### src/rtl/ntp_clock_select.sv
// Chooses between NTP clock instances A and B: health-driven failover, hold-off
// revert to the preferred source, forced mode and a saturating failover counter.
module ntp_clock_select #(
  parameter int unsigned CNT_W  = 24,
  parameter int unsigned FCNT_W = 16
) (
  input  logic              axi_aclk,
  input  logic              axi_aresetn,
  input  logic              cfg_enable,
  input  logic              cfg_prefer_b,
  input  logic              cfg_force,
  input  logic [CNT_W-1:0]  cfg_holdoff,
  input  logic              cfg_clr_cnt,
  input  logic              sync_ok_a,
  input  logic              pll_locked_a,
  input  logic [63:0]       time_a,
  input  logic              time_upd_a,
  input  logic              sync_ok_b,
  input  logic              pll_locked_b,
  input  logic [63:0]       time_b,
  input  logic              time_upd_b,
  output logic [63:0]       ntp_time,
  output logic              ntp_time_upd,
  output logic              time_valid,
  output logic              sel_b,
  output logic              sel_changed,
  output logic [FCNT_W-1:0] failover_cnt,
  output logic [1:0]        state
);

  typedef enum logic [1:0] {
    NONE  = 2'd0,
    USE_A = 2'd1,
    USE_B = 2'd2
  } state_t;

  state_t             st, st_nxt;
  state_t             pref_st, other_st, alt_st;
  logic [CNT_W-1:0]   hold_cnt, hold_nxt;
  logic               fo_inc;
  logic               sel_nxt;
  logic [FCNT_W-1:0]  fcnt_nxt;
  logic               healthy_a, healthy_b, healthy_pref, healthy_other;
  logic               healthy_cur, healthy_alt;

  assign healthy_a     = sync_ok_a & pll_locked_a;
  assign healthy_b     = sync_ok_b & pll_locked_b;
  assign pref_st       = cfg_prefer_b ? USE_B : USE_A;
  assign other_st      = cfg_prefer_b ? USE_A : USE_B;
  assign healthy_pref  = cfg_prefer_b ? healthy_b : healthy_a;
  assign healthy_other = cfg_prefer_b ? healthy_a : healthy_b;
  // Health of the source in use and of the alternative one.
  assign healthy_cur   = (st == USE_B) ? healthy_b : healthy_a;
  assign healthy_alt   = (st == USE_B) ? healthy_a : healthy_b;
  assign alt_st        = (st == USE_B) ? USE_A : USE_B;

  // Next-state, hold-off and failover decision.
  always_comb begin
    st_nxt   = st;
    hold_nxt = '0;
    fo_inc   = 1'b0;
    if (!cfg_enable) begin
      st_nxt = NONE;
    end else if (cfg_force) begin
      st_nxt = pref_st;
    end else begin
      case (st)
        NONE: begin
          if (healthy_pref)       st_nxt = pref_st;
          else if (healthy_other) st_nxt = other_st;
        end
        default: begin
          if (!healthy_cur) begin
            if (healthy_alt) begin
              st_nxt = alt_st;
              fo_inc = 1'b1;
            end else begin
              st_nxt = NONE;
            end
          end else if (st != pref_st && healthy_pref) begin
            if (hold_cnt >= cfg_holdoff) st_nxt = pref_st;
            else hold_nxt = (&hold_cnt) ? hold_cnt : hold_cnt + CNT_W'(1);
          end
        end
      endcase
    end
  end

  always_comb begin
    sel_nxt = sel_b;
    if (st_nxt == USE_B)      sel_nxt = 1'b1;
    else if (st_nxt == USE_A) sel_nxt = 1'b0;
  end

  // A clear coinciding with a failover leaves exactly that one failover counted.
  always_comb begin
    fcnt_nxt = failover_cnt;
    if (cfg_clr_cnt)                    fcnt_nxt = fo_inc ? FCNT_W'(1) : '0;
    else if (fo_inc && !(&failover_cnt)) fcnt_nxt = failover_cnt + FCNT_W'(1);
  end

  always_ff @(posedge axi_aclk or negedge axi_aresetn) begin
    if (!axi_aresetn) begin
      st           <= NONE;
      hold_cnt     <= '0;
      sel_b        <= 1'b0;
      sel_changed  <= 1'b0;
      failover_cnt <= '0;
    end else begin
      st           <= st_nxt;
      hold_cnt     <= hold_nxt;
      sel_b        <= sel_nxt;
      sel_changed  <= sel_nxt ^ sel_b;
      failover_cnt <= fcnt_nxt;
    end
  end

  // Time path follows the current selection with one cycle of latency.
  always_ff @(posedge axi_aclk or negedge axi_aresetn) begin
    if (!axi_aresetn) begin
      ntp_time     <= '0;
      ntp_time_upd <= 1'b0;
      time_valid   <= 1'b0;
    end else begin
      case (st)
        USE_A: begin
          ntp_time     <= time_a;
          ntp_time_upd <= time_upd_a;
          time_valid   <= healthy_a;
        end
        USE_B: begin
          ntp_time     <= time_b;
          ntp_time_upd <= time_upd_b;
          time_valid   <= healthy_b;
        end
        default: begin
          ntp_time_upd <= 1'b0;
          time_valid   <= 1'b0;
        end
      endcase
    end
  end

  assign state = st;

endmodule

### config.mk
export PLATFORM = sky130hd
export DESIGN_NAME = ntp_clock_select
export DESIGN_NICKNAME = d
export VERILOG_FILES = /design/src/rtl/ntp_clock_select.sv
export SDC_FILE = /design/constraint.sdc
export NUM_CORES = 1
export LEC_CHECK = 0
export ABC_AREA = 0
export CORE_MARGIN = 2
export CORE_UTILIZATION = 30
export DETAILED_ROUTE_END_ITERATION = 8
export GPL_TIMING_DRIVEN = 0
export HOLD_SLACK_MARGIN = 0.03
export SYNTH_ARGS = -nofsm -noshare
export SYNTH_HDL_FRONTEND = slang
export SYNTH_SLANG_ARGS = --single-unit
### constraint.sdc
create_clock -name axi_aclk -period 4.71 [get_ports axi_aclk]
set_clock_uncertainty 0.05 [all_clocks]
set_input_delay 0.7065 -clock axi_aclk [delete_from_list [all_inputs] [get_ports axi_aclk]]
set_output_delay 0.7065 -clock axi_aclk [all_outputs]
set_load 0.02 [all_outputs]
-- Word level (Yosys, flattened, before mapping)
Cells that the tools add are included.
W data, S select, Z words.
- flip-flop bits (word level): 110
- input port bits: 164
- output and inout bits: 86
- add/subtract/negate cells: 2
- $lt $le $gt $ge: 1
- equality and inequality tests: 6
- multiplexer cells: 36
- bitwise logic cells: 3
- reduce and logical (&&, ||, !) cells: 8
- operator list (cell ; number):
    $mux W24 ; 7
    $pmux W64 S2 ; 1
    $mux W16 ; 2
    $add A24 B1 Y24 const B ; 1
    $ge A24 B24 Y1 ; 1
    $mux W2 ; 12
    $reduce_and A24 Y1 ; 1
    $add A16 B1 Y16 const B ; 1
    $reduce_and A16 Y1 ; 1
    $mux W1 ; 12
    $ne A7 B6 Y1 const B ; 1
    $eq A2 B1 Y1 const B ; 2
    $eq A2 B2 Y1 const B ; 2
    $pmux W1 S2 ; 2
    $reduce_bool A2 Y1 ; 2
    $and A1 B1 Y1 ; 2
    $logic_and A1 B1 Y1 ; 2
    $logic_not A2 Y1 ; 1
    $ne A2 B2 Y1 ; 1
    $logic_not A1 Y1 ; 1
    $xor A1 B1 Y1 ; 1

-- Depth between registers and ports, before layout
Gate-level depths: netlist of run 1.
- depth after elaboration: 12
- depth in mapped cells: 11
- depth with buffers taken out: 11

-- Worst setup path before layout of run 1
No wires, ideal clock.
- path type: input port to flip-flop
- start point: input cfg_holdoff[9]
- end point: register sel_b
- setup time: 0.122 ns
- arrival time: 2.759 ns
- required time: 4.538 ns
- path slack: 1.779 ns
- stages on the path: 10
- path through: inv_1 > ha_1 > a21o_1 > a31oi_2 > o311a_2 > a221oi_4 > or2_2 > a221oi_4 > nand4bb_1 > a32o_1
- longest elaborated chain between the ends: 10
- RTL lines (what ; RTL line ; text):
    start, declared ; 12 ; input logic [CNT_W-1:0] cfg_holdoff,
    $ge A24 B24 Y1 (*) ; 81 ; if (hold_cnt >= cfg_holdoff) st_nxt = pref_st;
    $mux W2 (*) ; 81 ;
    $mux W2 (*) ; 80 ; end else if (st != pref_st && healthy_pref) begin
    $mux W2 (*) ; 73 ; if (!healthy_cur) begin
    $mux W2 (*) ; 67 ; case (st)
    $mux W2 (*) ; 64 ; end else if (cfg_force) begin
    $mux W2 (*) ; 62 ; if (!cfg_enable) begin
    $eq A2 B1 Y1 ; 92 ; else if (st_nxt == USE_A) sel_nxt = 1'b0;
    $mux W1 ; 92 ;
    $mux W1 (*) ; 91 ; if (st_nxt == USE_B) sel_nxt = 1'b1;
    net sel_nxt ; 41 ; logic sel_nxt;
    end signal, assigned ; 112 ; sel_b <= sel_nxt;
    end, declared ; 25 ; output logic sel_b,
The timed path passes the listed nets; every way through them passes the cells marked *.
A chain may end at the register's enable or synchronous reset.

-- Worst setup path after layout of run 1
- start point: input cfg_holdoff[21]
- end point: register hold_cnt[1]
- longest elaborated chain between the ends: 7
- RTL lines (what ; RTL line ; text):
    $ge A24 B24 Y1 (*) ; 81 ;
    $mux W24 ; 81 ;
    $mux W24 ; 80 ;
    $mux W24 ; 73 ;
    $mux W24 ; 67 ;
    $mux W24 ; 64 ;
    $mux W24 ; 62 ;
    end signal, assigned ; 111 ; hold_cnt <= hold_nxt;
    end, declared ; 39 ; logic [CNT_W-1:0] hold_cnt, hold_nxt;
Mark *: on every way between the ends. The rest lies on a longest branch, timed or not.

==> metrics, run 1 <==
Die W 145.2 microns; status finished, final reports clean; crit path cell chain clkdlybuf4s50_1, inv_1, ha_1, nand4_2, or4_4, a221oi_4, or2_2, nand4bb_1, clkbuf_1, buf_2, nor2_1; Max IR drop VDD 0.2060 mV; Skew-Pair Late Insertion Delay 0.36 ns; Syn Std Cell Area 5979 sq um; Multi-input gate area 3010 sq um; Critical Path Fanout Max 10; CP bufs+invs 4; met2 Use GR 29.12%; Antenna Cells 0; fraction of registers with async set/reset 100.0%; first-pass GRT wire length 29430 microns; Pwr Density 374.8 nW/um^2; Synth Instances 624; TritonCTS clock tree built; Post-synth top cells nor2_1 (115), dfrtp_1 (110), a21oi_1 (74), mux2i_1 (68), nand2_1 (31); commonest register cell after synthesis dfrtp_1; ranking of synthesized cells by area dfrtp_1 (46%), mux2i_1 (11%), nor2_1 (7.2%); gr busiest metal met2; reg2reg path depth 9; RSZ-0062 raised after global routing false; Unique masters post-synth 44; Tot GR Track Use 17.31%; CP Data Required Time 4.89 ns; drt pass-1 iters 5; cell family with most CP delay simple AND/OR/NAND/NOR gates; Die Height 145.2 microns; number of cell rows 51; Final period util 70.43%; Core Footprint 19530 sq um; MaxCap Viol Count 0; max incr delay on CP 0.59 ns; I/O pin cnt 250; CP Launch Type input pin; total CTS buffers 9; Synth Warn # 0; synthesized net count 817; DR vias/cell 4.607; fill count 1897; total power 3.421 mW; Worst-Margin Slew 0.7712 ns; Fin. Hold Viols 0; routed len/inst 15.57 microns; Layout Nets 1077; crit path capture type flip-flop; Final Max Tran Viols 0; P&R area growth vs syn 52.65%; final setup fails 0; largest area contributor in the netlist dfrtp_1; Mapped Avg Cell Area 9.583 sq um; Worst R2R Start hold_cnt[21]; largest net degree at the start of global routing 58; critical path class in2reg; vias in the first global route 5616; post-synth top area share 46.03%; DRC Markers 0; pre-CTS setup slack 0.9812 ns; Slew HR 48.59%; Leakage 3.767 nW; DR vias 5317; HP Class in2async; Area after DPL 8822 sq um; CTS-repair resized insts 0; Setup Fix Bufs, Post-CTS 0; antenna violations before repair 0; CTS clk-pin slew, worst paths 0.07 ns; drt total wl 17970 microns; clock root buffer clkbuf_16; ANT nets after route 0; GP Congestion 0.8309; layout cell share with drive strength beyond 1 3.375%; f_max 301.5 MHz; top-count cell post-synth nor2_1; port bufs 248; #FFs+latches synth 110; Period minus WS final 3.317 ns; sequential fraction of the synthesis area 46.03%; reg-to-reg endpoint hold_cnt[1]; final instance area 9128 sq um; reg2reg setup slack 1.76 ns; initial drt markers 144; detailed-placement wirelength estimate 13960 microns; Final WS setup 1.393 ns; CTS Buffer Depth 2; die area 21080 sq um; register area 2753 sq um; CP Data Arrival Time 3.50 ns; EDFF count, synth 0; clk sinks 110; H-tree depth 3; routing usage on met3 6.981%; CTS Hold Bufs 0; Overflow after GRT 0; Initial Util 30.62%; met1 Resource Use GR 20.64%; slowest stage cell, crit path or4_4
where the power goes:
group / switching [mW] / leakage (nW) / internal [mW]
combinational: 0.694 / 2.27 / 0.640
sequential: 0.128 / 1.34 / 1.16
clock: 0.369 / 0.154 / 0.432
total: 1.19 / 3.77 / 2.23
cells by family (layout without fill, tap and decap cells):
logic type	after synthesis	in the layout	synth area share, %
and+or+nand+nor	215	215	16.53
buffers and inverters	57	322	3.620
muxes	68	68	11.38
adders and majority gates	29	29	6.068
xor gates and xnor gates	34	34	4.980
DFF	110	110	46.03
AOI/OAI and AO/OA	111	111	11.38
layout make-up:
cell class / count / area share, %
plain buffers: 28 / 1.179
flip-flops and latches: 110 / 30.16
multi-input cells: 457 / 32.98
inverters: 29 / 1.193
clock buffers: 10 / 2.618
repair buffers: 249 / 27.51
well taps: 265 / 3.633
clock inverters: 6 / 0.7265
metrics by stage:
step / hold WS, ns / util [%] / cells / TNS (ns)
finish: 0.2531 / 46.74 / 1154 / 0
global route: 0.2980 / 46.74 / 1154 / 0
CTS: 0.2770 / 46.74 / 1154 / 0
detailed placement: 0.4551 / 45.18 / 1138 / 0
global placement: 0.4509 / 45.03 / 1137 / -184.33
floorplan: 0.3609 / - / 624 / 0
cell usage in the layout (no fill, tap or decap), types with 2 or more instances in the layout:
master,netlist,final
clkinv_2,0,2
a21oi_1,74,74
a21boi_0,4,4
nor2_1,115,115
ha_1,29,29
nand3_1,20,20
nand2b_1,2,2
o21a_1,2,2
a211oi_1,4,4
a31oi_2,2,2
o21ai_0,10,10
and4_1,5,5
clkbuf_1,24,24
and3_1,7,7
nor3_1,5,5
xor2_1,27,27
buf_2,2,2
xnor2_1,7,7
nand4_1,12,12
a31oi_1,2,2
clkbuf_16,0,9
a221oi_4,2,2
nor2b_1,4,4
inv_1,29,29
nand2_1,31,31
dfrtp_1,110,110
o211ai_1,3,3
buf_1,2,2
nand3b_1,2,2
and2_1,4,4
nand4bb_1,2,2
mux2i_1,68,68
inv_6,0,3
clkdlybuf4s50_1,0,247
worst max-delay path by stage:
| stage | start | endpoint | depth (start not counted) |
|---|---|---|---|
| 6_report | cfg_holdoff[21] | hold_cnt[1] | 11 |
| 5_1_grt | cfg_holdoff[23] | hold_cnt[1] | 11 |
| 4_1_cts | cfg_holdoff[22] | hold_cnt[1] | 11 |
| 3_5_place_dp | cfg_holdoff[21] | hold_cnt[1] | 11 |
| 3_3_place_gp | axi_aresetn | hold_cnt[14] | 1 |
| 2_1_floorplan | cfg_holdoff[9] | sel_b | 10 |
metal layers:
layer | routed length, microns | vias to the layer above | part of all wire (%)
met5 | 0 | - | 0
met4 | 321 | 0 | 1.8
met3 | 1531 | 22 | 8.5
met2 | 8653 | 153 | 48
met1 | 7459 | 2474 | 42
li1 | - | 2668 | -
state kept, by name, summed over array words and instances (netlist names):
| signal | cells |
|---|---|
| state | 2 |
| ntp_time_upd | 1 |
| hold_cnt | 24 |
| sel_changed | 1 |
| failover_cnt | 16 |
| sel_b | 1 |
| ntp_time | 64 |
| time_valid | 1 |
(Power assumes the default switching activity.)
==> run 2, diff against run 1 <==
- clock period: 4.71 -> 2.7 ns (I/O delays scaled with it)
==> run 2 against run 1 <==
- the run now ends with negative setup slack left
- flip-flop and latch count unchanged
- sequential share of layout area shrank 0.84 points
- hold slack gained 0.12 ns
- die area unchanged
- register-to-register slack got worse by 1.8 ns
- critical path depth did not move
- setup slack got worse by 1.5 ns
- combinational power up 77%
- largest power group unchanged
==> metrics, run 2 (same netlist as run 1, synthesis figures left out) <==
final setup fails 2 (+2); Antenna Cells 0 (unchanged); largest net degree at the start of global routing 58 (unchanged); Leakage 3.900 nW (+3.6%); Final WS setup -0.06732 ns (-1.460 ns); H-tree depth 3 (unchanged); drt total wl 18450 microns (+2.7%); Die Height 145.2 microns (unchanged); port bufs 248 (unchanged); DRC Markers 0 (unchanged); drt pass-1 iters 4 (-1); Net Switching 2.093 mW (+76%); reg-to-reg endpoint sel_changed; Placed Cells 1138 (unchanged); Worst R2R Start hold_cnt[21]; number of cell rows 51 (unchanged); Clock Power Share 23.4% (about the same); routed len/inst 15.88 microns (+2.0%); layout cell share with drive strength beyond 1 8.361% (+5.0 points); final instance area 9414 sq um (+3.1%); total power 5.991 mW (+75%); P&R area growth vs syn 57.44%; status complete, but fails checks; antenna violations before repair 0 (unchanged); DR vias 5412 (+1.8%); Hold Slack 0.3716 ns (+0.1186 ns); HP Class in2reg; Period minus WS final 2.767 ns; Max IR drop VDD 0.3595 mV (+75%); biggest regs ntp_time x64, hold_cnt x24, failover_cnt x16; Top reg by flops ntp_time; Initial Util 30.62% (unchanged); Pint 3.898 mW (+75%); clk sinks 110 (unchanged); CP Data Arrival Time 2.98 ns (-0.52 ns); CTS clk-pin slew, worst paths 0.08 ns (about the same); Worst Hold Path EP failover_cnt[6]; total CTS buffers 9 (unchanged); CTS Buffer Depth 2 (unchanged); RSZ-0062 raised after global routing true; CP Launch Type input pin; Overflow after GRT 0 (unchanged); Layout Nets 1085 (+0.74%); TritonCTS clock tree built; initial drt markers 148 (+2.8%); f_max 361.4 MHz; Skew-Pair Late Insertion Delay 0.35 ns (about the same); Pwr Density 636.4 nW/um^2 (+70%); vias in the first global route 5723 (+1.9%); Cell Count, Final, Fillers Out 1162 (+0.69%); Core Footprint 19530 sq um (unchanged); detailed-placement wirelength estimate 13960 microns (unchanged); commonest cells after routing, fill and taps aside clkdlybuf4s50_1 (236), nor2_1 (115), dfrtp_1 (104); Worst-Margin Slew 0.7701 ns (-0.001102 ns); ANT nets after route 0 (unchanged); max reg flops 64 (unchanged); CP Data Required Time 2.91 ns (-1.98 ns); combinational share of power 39.2% (+0.2 points); failing checks negative setup slack; Critical Path Fanout Max 4 (-6); Fin. Hold Viols 0 (unchanged); GP Congestion 0.8309 (unchanged); reg2reg setup slack -0.06 ns (-1.82 ns); die area 21080 sq um (unchanged); Area after DPL 8822 sq um (unchanged); Tot GR Track Use 17.74% (+0.42 points); critical path class in2reg; hold path startpoint cfg_clr_cnt; MaxCap Viol Count 0 (unchanged); Flop pwr share 37.4% (-0.2 points); Slew HR 48.66% (+0.073 points); hold depth 2; Final Max Tran Viols 0 (unchanged); clock root buffer clkbuf_16; Die W 145.2 microns (unchanged); sw frac 34.93% (+0.094 points); DR vias/cell 4.657 (+1.1%); reg2reg path depth 9 (unchanged); commonest non-fill, non-tap cell in the layout clkdlybuf4s50_1; I/O pin cnt 250 (unchanged); crit path capture type flip-flop; first-pass GRT wire length 30150 microns (+2.4%); pre-CTS setup slack -0.7273 ns (-1.709 ns); Final period util 102.5%
-- run 2: area by class of cell --
type / instances / area [sq um]
Timing Repair Buffer: 259 / 2590
Multi-Input combinational cell: 457 / 3206
Clock buffer: 10 / 239.0
Buffer: 26 / 112.6
Fill cell: 1886 / 10110
Inverter: 29 / 108.9
Tap cell: 265 / 331.6
Sequential cell: 110 / 2760
Clock inverter: 6 / 66.31
-- run 2: timing repair --
action | CTS | global route
setup endpoints to repair | 84 | 37
hold buffers | 1 | 0
hold endpoints to repair | 56 | 0
gates resized for setup | 40 | 18
pin swaps | 20 | 15
buffers inserted | 7 | 2
-- run 2: metrics by stage --
stage / setup TNS, ns / util (%)
final: -0.09422 / 48.21
after global routing: -2.417 / 48.21
after CTS: -0.03149 / 47.92
after detailed placement: -28.45 / 45.18
after global placement: -398.76 / 45.03
after floorplan: 0 / -
-- run 2: layer usage --
metal | up-vias | share of wire [%] | global-route usage (%)
met5 | - | 0 | 0
met3 | 23 | 8.6 | 7.107
met4 | 0 | 1.9 | 4.657
met2 | 159 | 49 | 29.95
met1 | 2542 | 41 | 21.04
li1 | 2688 | - | -
-- run 2: worst max-delay path by stage --
| stage | slack, ns | start | to | cells past startpoint |
|---|---|---|---|---|
| finish | -0.07 | cfg_holdoff[6] | sel_changed | 11 |
| global route | -0.17 | hold_cnt[18] | sel_changed | 9 |
| CTS | -0.03 | hold_cnt[17] | sel_b | 8 |
| detailed placement | -0.73 | cfg_holdoff[21] | hold_cnt[1] | 11 |
| global placement | -3.40 | axi_aresetn | hold_cnt[14] | 1 |
| floorplan | 0.07 | hold_cnt[0] | sel_b | 10 |
-- run 2: worst max-delay path: stages --
cell and delay (ns):
clkdlybuf4s50_1 0.45, inv_1 0.04, ha_1 0.28, nand4_1 0.12
o311a_4 0.40, a221oi_4 0.34, or2_4 0.21, a221oi_4 0.08
buf_4 0.16, or3b_1 0.33, mux2i_1 0.15
-- run 2: power groups by stage --
stage	combinational [mW]	sequential (mW)	clock (mW)
3_5_place_dp	2.36	2.25	0
2_1_floorplan	0.595	2.71	0
6_report	2.35	2.24	1.40
3_3_place_gp	2.35	2.25	0
5_1_grt	2.53	2.29	1.52
4_1_cts	2.38	2.24	1.44
==> run 3, diff against run 2 <==
- CORE_MARGIN: 2 -> default
- SLEW_MARGIN: default -> 30
- clock period: 2.7 -> 2.5 ns (I/O delays scaled with it)
==> run 3 against run 2 <==
- register-to-register slack got worse by 0.19 ns
- hold slack worse by 0.054 ns
- the flow still finishes with violations (negative setup slack)
- utilization grew 0.90 points
- highest routed layer unchanged
==> metrics, run 3 (same netlist as run 1, synthesis figures left out) <==
status complete, but fails checks; failing checks negative setup slack; Period minus WS final 2.774 ns; biggest regs ntp_time x64, hold_cnt x24, failover_cnt x16; Overflow after GRT 0 (unchanged); Die Height 143.2 microns (-1.4%); Final period util 110.9%; Skew-Pair Late Insertion Delay 0.35 ns (about the same); max reg flops 64 (unchanged); DR vias/cell 4.575 (-1.8%); ANT nets after route 0 (unchanged); Antenna Cells 0 (unchanged); CP Launch Type input pin; fill count 1890 (+0.21%); CTS Buffer Depth 2 (unchanged); Die W 143.2 microns (-1.4%); CTS clk-pin slew, worst paths 0.08 ns (about the same); number of cell rows 51 (unchanged); Hold Slack 0.3180 ns (-0.05362 ns); Worst-Margin Slew 0.8344 ns (+0.06434 ns); die area 20500 sq um (-2.7%); clock root buffer clkbuf_16; crit path capture type flip-flop; Final WS setup -0.2736 ns (-0.2063 ns); critical path class in2reg; RSZ-0062 raised after global routing true; H-tree depth 3 (unchanged); CP Data Required Time 2.69 ns (-0.22 ns); first-pass GRT wire length 27970 microns (-7.2%); Top reg by flops ntp_time; f_max 360.5 MHz; P&R area growth vs syn 60.37%; MaxCap Viol Count 0 (unchanged); commonest non-fill, non-tap cell in the layout clkdlybuf4s50_1; Tot GR Track Use 17.86% (+0.13 points); routed len/inst 15.71 microns (-1.1%); drt pass-1 iters 4 (unchanged); Critical Path Fanout Max 5 (+1); largest net degree at the start of global routing 57 (-1.7%); antenna violations before repair 0 (unchanged); Placed Cells 1138 (unchanged); total CTS buffers 9 (unchanged); clk sinks 110 (unchanged); layout cell share with drive strength beyond 1 10.22% (+1.9 points); Leakage 3.897 nW (about the same); vias in the first global route 5366 (-6.2%); drt total wl 18300 microns (-0.85%); TritonCTS clock tree built; Multi-input gate area 3327 sq um (+3.8%); GP Congestion 0.7927 (-4.6%); Final Max Tran Viols 0 (unchanged); CP Data Arrival Time 2.96 ns (-0.02 ns); initial drt markers 193 (+30%); port bufs 248 (unchanged); total power 6.499 mW (+8.5%); Core Footprint 19530 sq um (unchanged); Pwr Density 677.7 nW/um^2 (+6.5%); commonest cells after routing, fill and taps aside clkdlybuf4s50_1 (243), dfrtp_1 (107), nor2_1 (95); Fin. Hold Viols 0 (unchanged); final setup fails 28 (+26); HP Class in2reg; Slew HR 44.37% (-4.3 points); DR vias 5330 (-1.5%); DRC Markers 0 (unchanged); Max IR drop VDD 0.4848 mV (+35%); Cell Count, Final, Fillers Out 1165 (+0.26%); register area 2756 sq um (-0.14%); I/O pin cnt 250 (unchanged); Layout Nets 1088 (+0.28%); Initial Util 30.62% (unchanged); detailed-placement wirelength estimate 13640 microns (-2.3%)
==> run 3: stage by stage <==
| stage | util [%] | setup WS (ns) | TNS, ns | cell area, sq um |
|---|---|---|---|---|
| 2_1_floorplan | - | -0.04020 | -0.04020 | 6008 |
| 3_3_place_gp | 45.18 | -4.070 | -437.51 | 8822 |
| 3_5_place_dp | 45.35 | -0.7388 | -42.40 | 8855 |
| 4_1_cts | 47.63 | -0.2590 | -4.404 | 9300 |
| 5_1_grt | 49.11 | -0.3479 | -7.231 | 9589 |
| 6_report | 49.11 | -0.2736 | -5.137 | 9589 |
==> run 3: path summary, 6_finish.rpt <==
| kind | start | end | slack (ns) | cells past startpoint |
|---|---|---|---|---|
| setup / recovery | cfg_holdoff[0] | sel_b | -0.27 | 11 |
| max in group asynchronous | axi_aresetn | hold_cnt[19] | 1.26 | 3 |
| setup reg to reg | hold_cnt[0] | sel_b | -0.25 | 11 |
| hold / removal | cfg_clr_cnt | failover_cnt[6] | 0.32 | 2 |
| min in group asynchronous | axi_aresetn | ntp_time[31] | 0.47 | 2 |
| hold reg to reg | ntp_time[10] | ntp_time[10] | 0.48 | 2 |
==> run 3: what timing repair did <==
| action | CTS | global route |
|---|---|---|
| endpoints found under the setup margin | 92 | 69 |
| buffers inserted | 5 | 5 |
| pin swaps | 14 | 37 |
| cloned | 0 | 2 |
| resized for setup | 26 | 53 |
| hold buffers | 1 | 0 |
| hold endpoints to repair | 55 | 0 |
==> run 3: per-layer routing <==
metal  track usage (%)  vias up  part of all wire (%)
met2             30.22      155                    50
met3             7.243       14                   8.3
met5                 0        -                     0
li1                  -     2695                     -
met1             20.86     2466                    40
met4             4.527        0                   1.1
==> run 3: final cells by class <==
| cell class | instances | share of cell area, % |
|---|---|---|
| clock inverter | 5 | 0.6654 |
| inverter | 29 | 1.135 |
| sequential | 110 | 28.74 |
| clock buffer | 11 | 2.636 |
| tap | 265 | 3.458 |
| buffer | 26 | 1.292 |
| multi-input combinational | 457 | 34.69 |
| timing repair buffer | 262 | 27.37 |
==> run 3: worst max-delay path, cell delays in order <==
cell	delay, ns
clkdlybuf4s50_1	0.48
ha_1	0.24
nand2b_4	0.15
a2111oi_4	0.31
o311a_4	0.21
a221oi_4	0.08
buf_4	0.16
or2_4	0.27
a221oi_4	0.30
nand4bb_1	0.14
a32o_1	0.26
==> run 3: report_power, final <==
part / switching [mW] / internal [mW]
clock: 0.710 / 0.843
combinational: 1.31 / 1.22
sequential: 0.237 / 2.18
